### src/rtl/stage_sequencer.sv
// Top-level control FSM for the multi-cycle core: walks fetch/decode/exec/mem/write one
// instruction at a time, with halt at instruction boundaries and a per-stage watchdog.
module stage_sequencer #(
    parameter int unsigned TIMEOUT = 0,
    parameter int unsigned WD_W    = 16
) (
    input  logic        clk,
    input  logic        rstn,
    input  logic        start,
    input  logic        halt_req,
    output logic        fetch_enable,
    input  logic        fetch_done,
    output logic        decode_enable,
    input  logic        decode_done,
    output logic        exec_enable,
    input  logic        exec_done,
    input  logic        mem_skip,
    output logic        mem_enable,
    input  logic        mem_done,
    output logic        write_enable,
    input  logic        write_done,
    output logic        busy,
    output logic        halted,
    output logic        error,
    output logic [2:0]  error_stage,
    output logic [2:0]  cur_stage,
    output logic [31:0] retired
);

    typedef enum logic [2:0] {
        StIdle   = 3'd0,
        StFetch  = 3'd1,
        StDecode = 3'd2,
        StExec   = 3'd3,
        StMem    = 3'd4,
        StWrite  = 3'd5,
        StHalt   = 3'd6,
        StErr    = 3'd7
    } state_e;

    // Counter value in the last cycle a stage may spend without its done.
    localparam logic [WD_W-1:0] WdLast = WD_W'((TIMEOUT == 0) ? 0 : TIMEOUT - 1);

    state_e            state_q, state_d;
    logic              stage_done;
    logic              halt_q;
    logic [WD_W-1:0]   wd_q;
    logic [31:0]       retired_q;
    logic              fetch_en_q, decode_en_q, exec_en_q, mem_en_q, write_en_q;
    logic              busy_q, halted_q, error_q;
    logic [2:0]        error_stage_q;

    function automatic logic in_stage(input state_e s);
        return (s inside {StFetch, StDecode, StExec, StMem, StWrite});
    endfunction

    always_comb begin
        state_d    = state_q;
        stage_done = 1'b0;
        case (state_q)
            StIdle, StHalt: if (start) state_d = StFetch;
            StFetch: begin
                stage_done = fetch_done;
                if (fetch_done) state_d = StDecode;
            end
            StDecode: begin
                stage_done = decode_done;
                if (decode_done) state_d = StExec;
            end
            StExec: begin
                stage_done = exec_done;
                if (exec_done) state_d = mem_skip ? StWrite : StMem;
            end
            StMem: begin
                stage_done = mem_done;
                if (mem_done) state_d = StWrite;
            end
            StWrite: begin
                stage_done = write_done;
                if (write_done) state_d = (halt_q || halt_req) ? StHalt : StFetch;
            end
            default: state_d = state_q;
        endcase
        // A done in the expiry cycle wins over the watchdog.
        if ((TIMEOUT != 0) && in_stage(state_q) && !stage_done && (wd_q == WdLast)) begin
            state_d = StErr;
        end
    end

    always_ff @(posedge clk) begin
        if (!rstn) begin
            state_q       <= StIdle;
            halt_q        <= 1'b0;
            wd_q          <= '0;
            retired_q     <= '0;
            fetch_en_q    <= 1'b0;
            decode_en_q   <= 1'b0;
            exec_en_q     <= 1'b0;
            mem_en_q      <= 1'b0;
            write_en_q    <= 1'b0;
            busy_q        <= 1'b0;
            halted_q      <= 1'b0;
            error_q       <= 1'b0;
            error_stage_q <= '0;
        end else begin
            state_q     <= state_d;
            fetch_en_q  <= (state_d == StFetch)  && (state_q != StFetch);
            decode_en_q <= (state_d == StDecode) && (state_q != StDecode);
            exec_en_q   <= (state_d == StExec)   && (state_q != StExec);
            mem_en_q    <= (state_d == StMem)    && (state_q != StMem);
            write_en_q  <= (state_d == StWrite)  && (state_q != StWrite);
            busy_q      <= in_stage(state_d);
            halted_q    <= (state_d == StHalt);

            if ((state_d == StErr) && (state_q != StErr)) begin
                error_q       <= 1'b1;
                error_stage_q <= state_q;
            end

            if (state_d != state_q) begin
                wd_q <= '0;
            end else if (in_stage(state_q)) begin
                wd_q <= wd_q + 1'b1;
            end else begin
                wd_q <= '0;
            end

            if ((state_q == StWrite) && write_done) begin
                retired_q <= retired_q + 32'd1;
                halt_q    <= 1'b0;
            end else if (in_stage(state_q) && halt_req) begin
                halt_q <= 1'b1;
            end
        end
    end

    assign fetch_enable  = fetch_en_q;
    assign decode_enable = decode_en_q;
    assign exec_enable   = exec_en_q;
    assign mem_enable    = mem_en_q;
    assign write_enable  = write_en_q;
    assign busy          = busy_q;
    assign halted        = halted_q;
    assign error         = error_q;
    assign error_stage   = error_stage_q;
    assign cur_stage     = state_q;
    assign retired       = retired_q;

endmodule

### config.mk
export PLATFORM = sky130hd
export DESIGN_NAME = stage_sequencer
export DESIGN_NICKNAME = d
export VERILOG_FILES = /design/src/rtl/stage_sequencer.sv
export SDC_FILE = /design/constraint.sdc
export NUM_CORES = 1
export LEC_CHECK = 0
export BUFFER_PORTS_ARGS = -buffer_cell sky130_fd_sc_hd__clkbuf_2
export CORE_MARGIN = 10
export CORE_UTILIZATION = 53
export DETAILED_ROUTE_END_ITERATION = 10
export PLACE_DENSITY = 0.79
export REMOVE_ABC_BUFFERS = 1
export SYNTH_ARGS = -nofsm -noshare
export SYNTH_HDL_FRONTEND = slang
export SYNTH_SLANG_ARGS = --single-unit
### constraint.sdc
create_clock -name clk -period 2.73 [get_ports clk]
set_input_delay 0.273 -clock clk [delete_from_list [all_inputs] [get_ports clk]]
set_output_delay 0.273 -clock clk [all_outputs]
set_load 0.05 [all_outputs]
== After elaboration in Yosys (flattened, before gate mapping) ==
Cells that the tools add are included.

* Equal/unequal tests: 19
* Bitwise operators: 1
* $add $sub $neg: 1
* Multiplexer cells: 9
* Reduce and logical (&&, ||, !) cells: 14

{| class="wikitable"
|+ Operators with widths
! operator !! count
|-
| 32-bit by 1-bit adder with 32-bit output (second input constant) || 1
|-
| 3-bit == test (second input constant) || 7
|-
| 3-bit 2-to-1 mux || 7
|-
| 3-bit case mux with 6 select lines || 1
|-
| 3-bit by 2-bit == test with 1-bit output (second input constant) || 4
|-
| 5-bit nonzero test || 2
|-
| 3-bit inequality test (second input constant) || 3
|-
| 1-bit logical AND || 8
|-
| 3-bit by 1-bit == test with 1-bit output (second input constant) || 2
|-
| 3-bit by 2-bit inequality test with 1-bit output (second input constant) || 2
|-
| 2-bit OR reduction || 2
|-
| 3-bit zero test || 1
|-
| 3-bit by 1-bit inequality test with 1-bit output (second input constant) || 1
|-
| 1-bit logical OR || 1
|-
| 1-bit 2-to-1 mux || 1
|-
| 1-bit NOT || 1
|}

* Input port bits: 10
* Register bits: 47

== Longest topological paths before layout ==
Gate-level depths: netlist of run 1.

* Word-level depth: 6
* Mapped depth: 7
* Depth with buffers taken out: 5

== Worst setup path after synthesis of run 1 ==
OpenSTA, ideal clock, no wires.

* Path kind: register -> register
* Start point: register retired_q[0] (netlist: retired[0])
* End point: register retired_q[20] (netlist: retired[20])
* Buffers on the path: 2
* Library setup time: 72 ps
* Path slack: 232 ps
* Data arrival time: 2426 ps
* Cell stages (with the launch flop): 8
* Cell sequence: dfxtp_1 -> ha_1 -> nand4_1 -> or4_1 -> clkbuf_1 -> buf_2 -> nor4b_1 -> mux2i_1

* Cells in the longest elaborated chain, start to end: 1

{| class="wikitable"
|+ Ends and longest elaborated chain
! item !! line !! text
|-
| from (decl) || 48 || <nowiki>logic [31:0] retired_q;</nowiki>
|-
| from (signal assigned) || 129 || <nowiki>retired_q <= retired_q + 32'd1;</nowiki>
|-
| 32-bit by 1-bit adder with 32-bit output || 129 ||
|}

No other way between the ends.
A chain may end at the register's enable or synchronous reset.

== Worst setup path after layout of run 1 ==
* Start point: register retired_q[0] (netlist: retired[0])
* End point: register retired_q[24] (netlist: retired[24])

The elaborated chain is that of the path after synthesis.

==> metrics.txt, run 1 <==
status=complete, no violations; share of the synthesized area in the top cell type=0.4085; sequential share of power=0.545; most frequent cell after synthesis=dfxtp_1; vias per cell=5.882; GRT overflow=0; CTS root buf=clkbuf_8; Final WS setup=0.3412 ns; sw frac=0.2834; commonest cells in the netlist=47 x dfxtp_1, 20 x a21oi_1, 20 x nand2_1, 16 x nor2_1, 13 x or4_1; crit path DAT=2.63 ns; worst slew pin tran=0.5917 ns; hold crit path type=input pin to flip-flop; first-pass GRT wire length=9032 um; largest area contributor in the netlist=dfxtp_1; sequential-to-total area share from yosys stat=0.4085; Mapped Avg Cell Area=8.725 um2; final-report hold violation count=0; main flop type after synthesis=dfxtp_1; Worst Hold Slack=0.2685 ns; startpoint type of the worst setup path=flip-flop; Layout Skew=0.008169 ns; Cells after Synth=264; cts repair resizes=0; All-Layer GR Usage=0.1461; Place WS=0.3717 ns; die width=85.93 um; 1st-pass router iterations=4; vias=2141; share of layout cells above drive strength 1=0.2389; top post-synthesis cells by area=dfxtp_1 41%, a21oi_1 4.3%, or4_1 4.2%; Clock Sinks=47; leakage power=0.001059 uW; fraction of registers with async set/reset=0; Pint=931.3 uW; initial core utilization=0.5597; crit share post-route=0.8750; Die ar.=7383 um2; total CTS buffers=5; Crit path top cell by count=or4_1; slowest stage delay, CP=0.77 ns; Power Dens Cells=485.8 nW/um2; Final ANT Viol Nets=0; number of flops mapped to enable cells by yosys=0; Routed WL=5620 um; Setup crit end kind=flip-flop; Final setup viols=0; Post-Layout Cell Count=364; count of final max-slew check failures=0; Placement Cell Area=2581 um2; placer congestion estimate=0.8406; WP data required=2.97 ns; Clk pin slew, worst setup/hold paths=0.09 ns; critical path's slowest cell=or4_1; crit path cell chain=ha_1 > nand4_1 > or4_1 > or4_1 > a21oi_1; nets@finish=324; height of the die=85.93 um; Post-DP HPWL=4089 um; Post-route DRC=0; Top delay family on crit path=simple AND/OR/NAND/NOR gates; Max IR drop VDD=321.9 uV; Max-cap violations=0; antenna violations before repair=0; synth warn=0; synthesis-stage register bit count=47; core area=4115 um2; Max-slew headroom=0.6056; area grow syn2layout=16.13%; fin crit period=2.389 ns; Crit Path Class=flip-flop to flip-flop; Max Clock Freq=418.6 MHz; PortBufs=55; Unique masters post-synth=53; largest net degree at the start of global routing=32; final instance area=2675 um2; Sw Pwr=368.3 uW; RSZ-0062 raised after global routing=no; setup_tns=0 ns; io pins=56; Worst-Skew Late Latency=0.31 ns; Inserted Diodes=0; Post-CTS Setup Repair Bufs=0; Post-Syn Area=2303 um2; vias in the first global route=1912; Clock Path Buffers=2; Buffers & Inverters on Critical Path=0; routed len/inst=15.44 um; Cell Rows=23; CP max FO=16; Logic pwr share=0.124; H-tree levels=2; CTS Hold Buffers Added=0; Iteration-0 DRC Markers=114; CTS tree=built; Clock power frac=0.331; Inst Count DP=356
-- area by class of cell --
type | count | area, um2
flip-flops and latches | 47 | 940.9
fillers | 353 | 1440
repair buffers | 59 | 305.3
clock buffers | 5 | 68.82
inverters | 11 | 41.29
well taps | 50 | 62.56
multi-input cells | 189 | 1231
clock inverters | 3 | 25.02
-- logic make-up (layout without fill, tap and decap cells) --
logic type,Yosys count,count (layout),synth area share
multiplexers,5,5,0.02227
buffers and inverters,28,78,0.05703
AND/OR/NAND/NOR,117,117,0.3074
XOR/XNOR,10,10,0.03803
flip-flops,47,47,0.4085
AO/OA/AOI/OAI,56,56,0.1613
adder cells (fa/ha/maj),1,1,0.005431
-- flip-flops by register name (all words and copies together), names as in the netlist --
register       flops
busy               1
cur_stage          3
decode_enable      1
error              1
error_stage        3
exec_enable        1
fetch_enable       1
halt_q             1
halted             1
mem_enable         1
retired           32
write_enable       1
-- worst paths after layout --
check              from          end  slack (ns)  cells past startpoint
max          retired[0]  retired[24]        0.34                      5
min            halt_req       halt_q        0.27                      3
max reg2reg  retired[0]  retired[24]        0.34                      5
min reg2reg       error        error        0.47                      1
-- worst reg2reg max path: cells and delay by family (launching register included) --
family / cells / cell delay [ns]
and+or+nand+nor: 3 / 1.56
DFF: 1 / 0.43
adders and majority gates: 1 / 0.20
AOI/OAI and AO/OA: 1 / 0.14
-- layout by cell type (no fill, tap or decap), types with 3 or more instances in the layout --
cell	count
a21oi_1	20
and2_1	5
and3_1	6
buf_4	4
clkbuf_2	55
clkbuf_8	5
dfxtp_1	47
inv_1	11
mux2i_1	4
nand2_1	20
nand2b_1	7
nand3_1	10
nand4_1	5
nor2_1	16
nor3_1	7
nor4_1	4
o21ai_0	6
o31ai_1	10
o41ai_1	3
or3_1	5
or4_1	13
xnor2_1	8
-- through the flow --
stage	util	total power (uW)
after global placement	0.6272	881.3
after floorplan	-	833.2
after detailed placement	0.6272	884.1
final	0.6500	1300
after CTS	0.6500	1310
after global routing	0.6500	1353
-- routing by layer --
metal	wire length, um	part of all wire	GRT usage
met5	0	0	0
met4	71	0.013	0.05539
met3	445	0.079	0.05487
met2	2629	0.47	0.2272
met1	2473	0.44	0.1781
-- power groups by stage --
stage	combinational [uW]	sequential, uW	clock (uW)
2_1_floorplan	60.9	772	0
3_3_place_gp	159	722	0
3_5_place_dp	161	723	0
4_1_cts	162	708	441
5_1_grt	176	710	468
6_report	161	708	431
No activity file was read; power rests on OpenSTA's default activity.
==> run 2: changes to the inputs <==
Settings changed: RECOVER_POWER set to 25.
==> run 2 against run 1 <==
  * Via count is 0.84% lower
  * Worst setup slack hardly changed
  * Combinational power hardly changed
  * First-iteration DRC count is 1.8% higher
  * Worst hold slack worse by 0.0020 ns
  * Final area is 0.84% lower
  * Sequential cell count stayed put
  * Critical path type unchanged
  * Largest cell class unchanged
==> metrics.txt, run 2 (synthesis gave the netlist of run 1 again) <==
count of final max-slew check failures=0 (unchanged); RSZ-0062 raised after global routing=no (unchanged); CTS root buf=clkbuf_8 (unchanged); Worst-Skew Late Latency=0.31 ns (about the same); status=complete, no violations (unchanged); first-pass GRT wire length=9032 um (unchanged); Final ANT Viol Nets=0 (unchanged); Max IR drop VDD=322.4 uV (was 321.9 uV); cts repair resizes=0 (unchanged); Clk pin slew, worst setup/hold paths=0.09 ns (about the same); initial core utilization=0.5597 (unchanged); 1st-pass router iterations=4 (unchanged); Post-DP HPWL=4089 um (unchanged); Post-route DRC=0 (unchanged); Setup crit end kind=flip-flop (unchanged); leakage power=0.0009944 uW (was 0.001059 uW); Max-cap violations=0 (unchanged); CTS Hold Buffers Added=0 (unchanged); nets@finish=324 (unchanged); area grow syn2layout=15.15% (was 16.13%); Post-CTS Setup Repair Bufs=0 (unchanged); Place WS=0.3717 ns (unchanged); setup_tns=0 ns (unchanged); H-tree levels=2 (unchanged); worst slew pin tran=0.6201 ns (was 0.5917 ns); Clock Sinks=47 (unchanged); io pins=56 (unchanged); slowest stage delay, CP=0.77 ns (about the same); All-Layer GR Usage=0.1461 (unchanged); WP data required=2.97 ns (about the same); Max Clock Freq=418.6 MHz (about the same); Layout Skew=0.006403 ns (was 0.008169 ns); Crit path top cell by count=or4_1 (unchanged); height of the die=85.93 um (unchanged); Die ar.=7383 um2 (unchanged); startpoint type of the worst setup path=flip-flop (unchanged); Power Dens Cells=489.4 nW/um2 (was 485.8 nW/um2); crit share post-route=0.8750 (about the same); vias=2123 (was 2141); Inserted Diodes=0 (unchanged); routed len/inst=15.49 um (was 15.44 um); vias per cell=5.832 (was 5.882); fin crit period=2.389 ns (about the same); GRT Max-Usage Layer=met2 (unchanged); CP max FO=16 (unchanged); Clock Path Buffers=2 (unchanged); core area=4115 um2 (unchanged); Top delay family on crit path=simple AND/OR/NAND/NOR gates (unchanged); met2 Usage GRT=0.2272 (unchanged); max FFs per register=32 (unchanged); Crit Path Class=flip-flop to flip-flop (unchanged); share of layout cells above drive strength 1=0.1815 (was 0.2389); die width=85.93 um (unchanged); crit path DAT=2.63 ns (about the same); CTS tree=built (unchanged); commonest non-fill, non-tap cells in the layout=47 x dfxtp_1, 37 x clkbuf_2, 20 x nand2_1, 20 x a21oi_1, 18 x clkbuf_1 (was 55 x clkbuf_2, 47 x dfxtp_1, 20 x nand2_1, 20 x a21oi_1, 16 x nor2_1); total CTS buffers=5 (unchanged); antenna violations before repair=0 (unchanged); commonest non-fill, non-tap cell in the layout=dfxtp_1 (was clkbuf_2); Max-slew headroom=0.5884 (was 0.6056); crit path cell chain=ha_1 > nand4_1 > or4_1 > or4_1 > a21oi_1 (unchanged); critical path's slowest cell=or4_1 (unchanged); hold crit path type=input pin to flip-flop (unchanged); vias in the first global route=1912 (unchanged); Final WS setup=0.3414 ns (was 0.3412 ns); largest net degree at the start of global routing=32 (unchanged); PortBufs=55 (unchanged); GRT overflow=0 (unchanged); Routed WL=5640 um (was 5620 um); Final setup viols=0 (unchanged); final-report hold violation count=0 (unchanged); Iteration-0 DRC Markers=116 (was 114); placer congestion estimate=0.8406 (unchanged); GRT met1 Usage=0.1781 (unchanged); GR Util met3=0.05487 (unchanged); Cell Rows=23 (unchanged); Buffers & Inverters on Critical Path=0 (unchanged)
==> run 2: cell types whose count changed in the layout (fill, tap and decap cells not counted) <==
cell / before / now
clkbuf_2: 55 / 37
clkbuf_1: 0 / 18
and2_1: 5 / 2
and2_0: 0 / 3
==> run 2: final cells by class <==
type,instances,area [um2]
Inverter,11,41.29
Multi-Input combinational cell,189,1231
Fill cell,364,1463
Timing Repair Buffer,59,282.8
Clock buffer,5,68.82
Tap cell,50,62.56
Clock inverter,3,25.02
Sequential cell,47,940.9
==> run 2: path summary, 6_finish.rpt <==
kind,startpoint,endpoint,slack [ns],depth (start not counted)
setup / recovery,retired[0],retired[26],0.34,5
hold / removal,halt_req,halt_q,0.27,3
setup reg to reg,retired[0],retired[26],0.34,5
hold reg to reg,error,error,0.48,1
==> run 2: where the power goes <==
part	switching (uW)	leakage (uW)	total (uW)	internal [uW]
clock	248	0.0000443	431	183
sequential	9.54	0.000380	708	698
combinational	111	0.000570	160	48.3
total	369	0.000994	1300	929
==> run 2: metal layers <==
metal	share of wire	up-vias	routed length [um]
li1	-	1071	-
met1	0.45	992	2524
met2	0.46	53	2615
met3	0.076	7	429
met4	0.013	0	71
met5	0	-	0
==> run 2: tightest hold or removal path, stage by stage <==
cell	delay (ns)
clkbuf_2	0.10
a31oi_1	0.08
nor2_1	0.09
==> run 2: metrics by stage <==
step / instances / total power (uW) / hold slack [ns] / instance area [um2] / util
6_report: 364 / 1298 / 0.2665 / 2653 / 0.6446
3_5_place_dp: 356 / 884.1 / 0.4458 / 2581 / 0.6272
5_1_grt: 364 / 1351 / 0.2963 / 2653 / 0.6446
3_3_place_gp: 356 / 881.3 / 0.4410 / 2581 / 0.6272
2_1_floorplan: 247 / 833.2 / 0.3868 / 2213 / -
4_1_cts: 364 / 1310 / 0.2628 / 2675 / 0.6500
==> run 3: changes to the inputs <==
--- a/config.mk
+++ b/config.mk
@@ -10,4 +10,5 @@
 export CORE_UTILIZATION = 53
 export DETAILED_ROUTE_END_ITERATION = 10
+export HOLD_SLACK_MARGIN = 0.06
 export PLACE_DENSITY = 0.79
 export RECOVER_POWER = 25
==> constraint.sdc (replaced) <==
create_clock -name clk -period 2.73 [get_ports clk]
set_input_delay 0.273 -clock clk [delete_from_list [all_inputs] [get_ports clk]]
set_output_delay 0.273 -clock clk [all_outputs]
set_load 0.02 [all_outputs]
==> run 3 against run 2 <==
  * Register-to-register slack about the same
  * Fmax is 0.17% lower
  * Final area about the same
  * Clock power hardly changed
  * Global-route usage unchanged
  * Routed wire length hardly changed
  * First-iteration DRC count is the same
  * Critical path depth unchanged
  * Critical endpoint is now retired[24]
==> metrics.txt, run 3 (synthesis gave the netlist of run 1 again) <==
slowest stage delay, CP=0.77 ns (about the same); share of layout cells above drive strength 1=0.1783 (was 0.1815); Max IR drop VDD=322.7 uV (was 322.4 uV); status=complete, no violations (unchanged); critical path's slowest cell=or4_1 (unchanged); 1st-pass router iterations=4 (unchanged); Cell Rows=23 (unchanged); Max-cap violations=0 (unchanged); RSZ-0062 raised after global routing=no (unchanged); Layout Skew=0.006986 ns (was 0.006403 ns); Iteration-0 DRC Markers=116 (unchanged); Max-slew headroom=0.6168 (was 0.5884); worst slew pin tran=0.5749 ns (was 0.6201 ns); PortBufs=55 (unchanged); area grow syn2layout=15.10% (was 15.15%); Crit Path Class=flip-flop to flip-flop (unchanged); final-report hold violation count=0 (unchanged); first-pass GRT wire length=9032 um (unchanged); hold crit path type=input pin to flip-flop (unchanged); antenna violations before repair=0 (unchanged); All-Layer GR Usage=0.1461 (unchanged); Worst Hold Slack=0.2661 ns (was 0.2665 ns); Routed WL=5638 um (was 5640 um); vias per cell=5.860 (was 5.832); commonest non-fill, non-tap cell in the layout=dfxtp_1 (unchanged); crit path cell chain=ha_1 > nand4_1 > or4_1 > or4_1 > a21oi_1 (unchanged); GRT overflow=0 (unchanged); routed len/inst=15.49 um (about the same); cts repair resizes=0 (unchanged); Crit path top cell by count=or4_1 (unchanged); Clk pin slew, worst setup/hold paths=0.09 ns (about the same); Final WS setup=0.3373 ns (was 0.3414 ns); CTS Hold Buffers Added=0 (unchanged); io pins=56 (unchanged); total CTS buffers=5 (unchanged); H-tree levels=2 (unchanged); height of the die=85.93 um (unchanged); CTS tree=built (unchanged); max FFs per register=32 (unchanged); Inserted Diodes=0 (unchanged); CP max FO=16 (unchanged); Place WS=0.3717 ns (unchanged); Setup crit end kind=flip-flop (unchanged); die width=85.93 um (unchanged); Clock Path Buffers=2 (unchanged); leakage power=0.0009909 uW (was 0.0009944 uW); Worst-Skew Late Latency=0.31 ns (about the same); placer congestion estimate=0.8406 (unchanged); nets@finish=324 (unchanged); crit path DAT=2.63 ns (about the same); initial core utilization=0.5597 (unchanged); core area=4115 um2 (unchanged); CTS root buf=clkbuf_8 (unchanged); commonest non-fill, non-tap cells in the layout=47 x dfxtp_1, 36 x clkbuf_2, 20 x nand2_1, 20 x a21oi_1, 19 x clkbuf_1 (was 47 x dfxtp_1, 37 x clkbuf_2, 20 x nand2_1, 20 x a21oi_1, 18 x clkbuf_1); Post-route DRC=0 (unchanged); count of final max-slew check failures=0 (unchanged); vias=2133 (was 2123); setup_tns=0 ns (unchanged); Post-CTS Setup Repair Bufs=0 (unchanged); Max Clock Freq=417.9 MHz (was 418.6 MHz); largest net degree at the start of global routing=32 (unchanged); Clock Sinks=47 (unchanged); Post-DP HPWL=4089 um (unchanged); Die ar.=7383 um2 (unchanged); fin crit period=2.393 ns (was 2.389 ns); vias in the first global route=1912 (unchanged); startpoint type of the worst setup path=flip-flop (unchanged); WP data required=2.97 ns (about the same); Power Total=1273 uW (was 1298 uW); Post-Layout Cell Count=364 (unchanged); reg2reg setup slack=0.34 ns (about the same); Final setup viols=0 (unchanged); Inst Count DP=356 (unchanged); Power Dens Cells=480.1 nW/um2 (was 489.4 nW/um2); crit share post-route=0.8764 (was 0.8750); Final ANT Viol Nets=0 (unchanged)
## run 3: changes by cell type in the layout (fill, tap and decap cells not counted)
cell,change
clkbuf_1,+1
clkbuf_2,-1
## run 3: per-stage QoR
stage,area (um2),util
final,2651,0.6443
after detailed placement,2581,0.6272
after CTS,2675,0.6500
after floorplan,2213,-
after global placement,2581,0.6272
after global routing,2651,0.6443
## run 3: final timing paths
check | start | end | cells after the start
max | retired[0] | retired[24] | 5
min | halt_req | halt_q | 3
max reg2reg | retired[0] | retired[24] | 5
min reg2reg | error_stage[0] | error_stage[0] | 1
## run 3: where the power goes
| group | switching (uW) | total [uW] | leakage [uW] | internal, uW |
|---|---|---|---|---|
| clock network | 248 | 431 | 0.0000443 | 183 |
| registers | 9.51 | 707 | 0.000380 | 698 |
| logic | 86.0 | 134 | 0.000567 | 48.3 |
## run 3: routing by layer
| metal | global-route usage | vias to the layer above | share of wire |
|---|---|---|---|
| met5 | 0 | - | 0 |
| met4 | 0.05539 | 0 | 0.013 |
| met3 | 0.05487 | 7 | 0.077 |
| met2 | 0.2272 | 49 | 0.47 |
| met1 | 0.1781 | 1005 | 0.45 |
| li1 | - | 1072 | - |
## run 3: cell type report
type,instances,area [um2]
clock buffers,5,68.82
clock inverters,3,25.02
fillers,365,1464
inverters,11,41.29
multi-input cells,189,1231
flip-flops and latches,47,940.9
well taps,50,62.56
repair buffers,59,281.5
## run 3: critical path, delay by kind of cell (launching register included)
kind | cells | cell delay (ns)
flops | 1 | 0.43
compound gates | 1 | 0.14
fa+ha+maj | 1 | 0.20
simple gates | 3 | 1.56
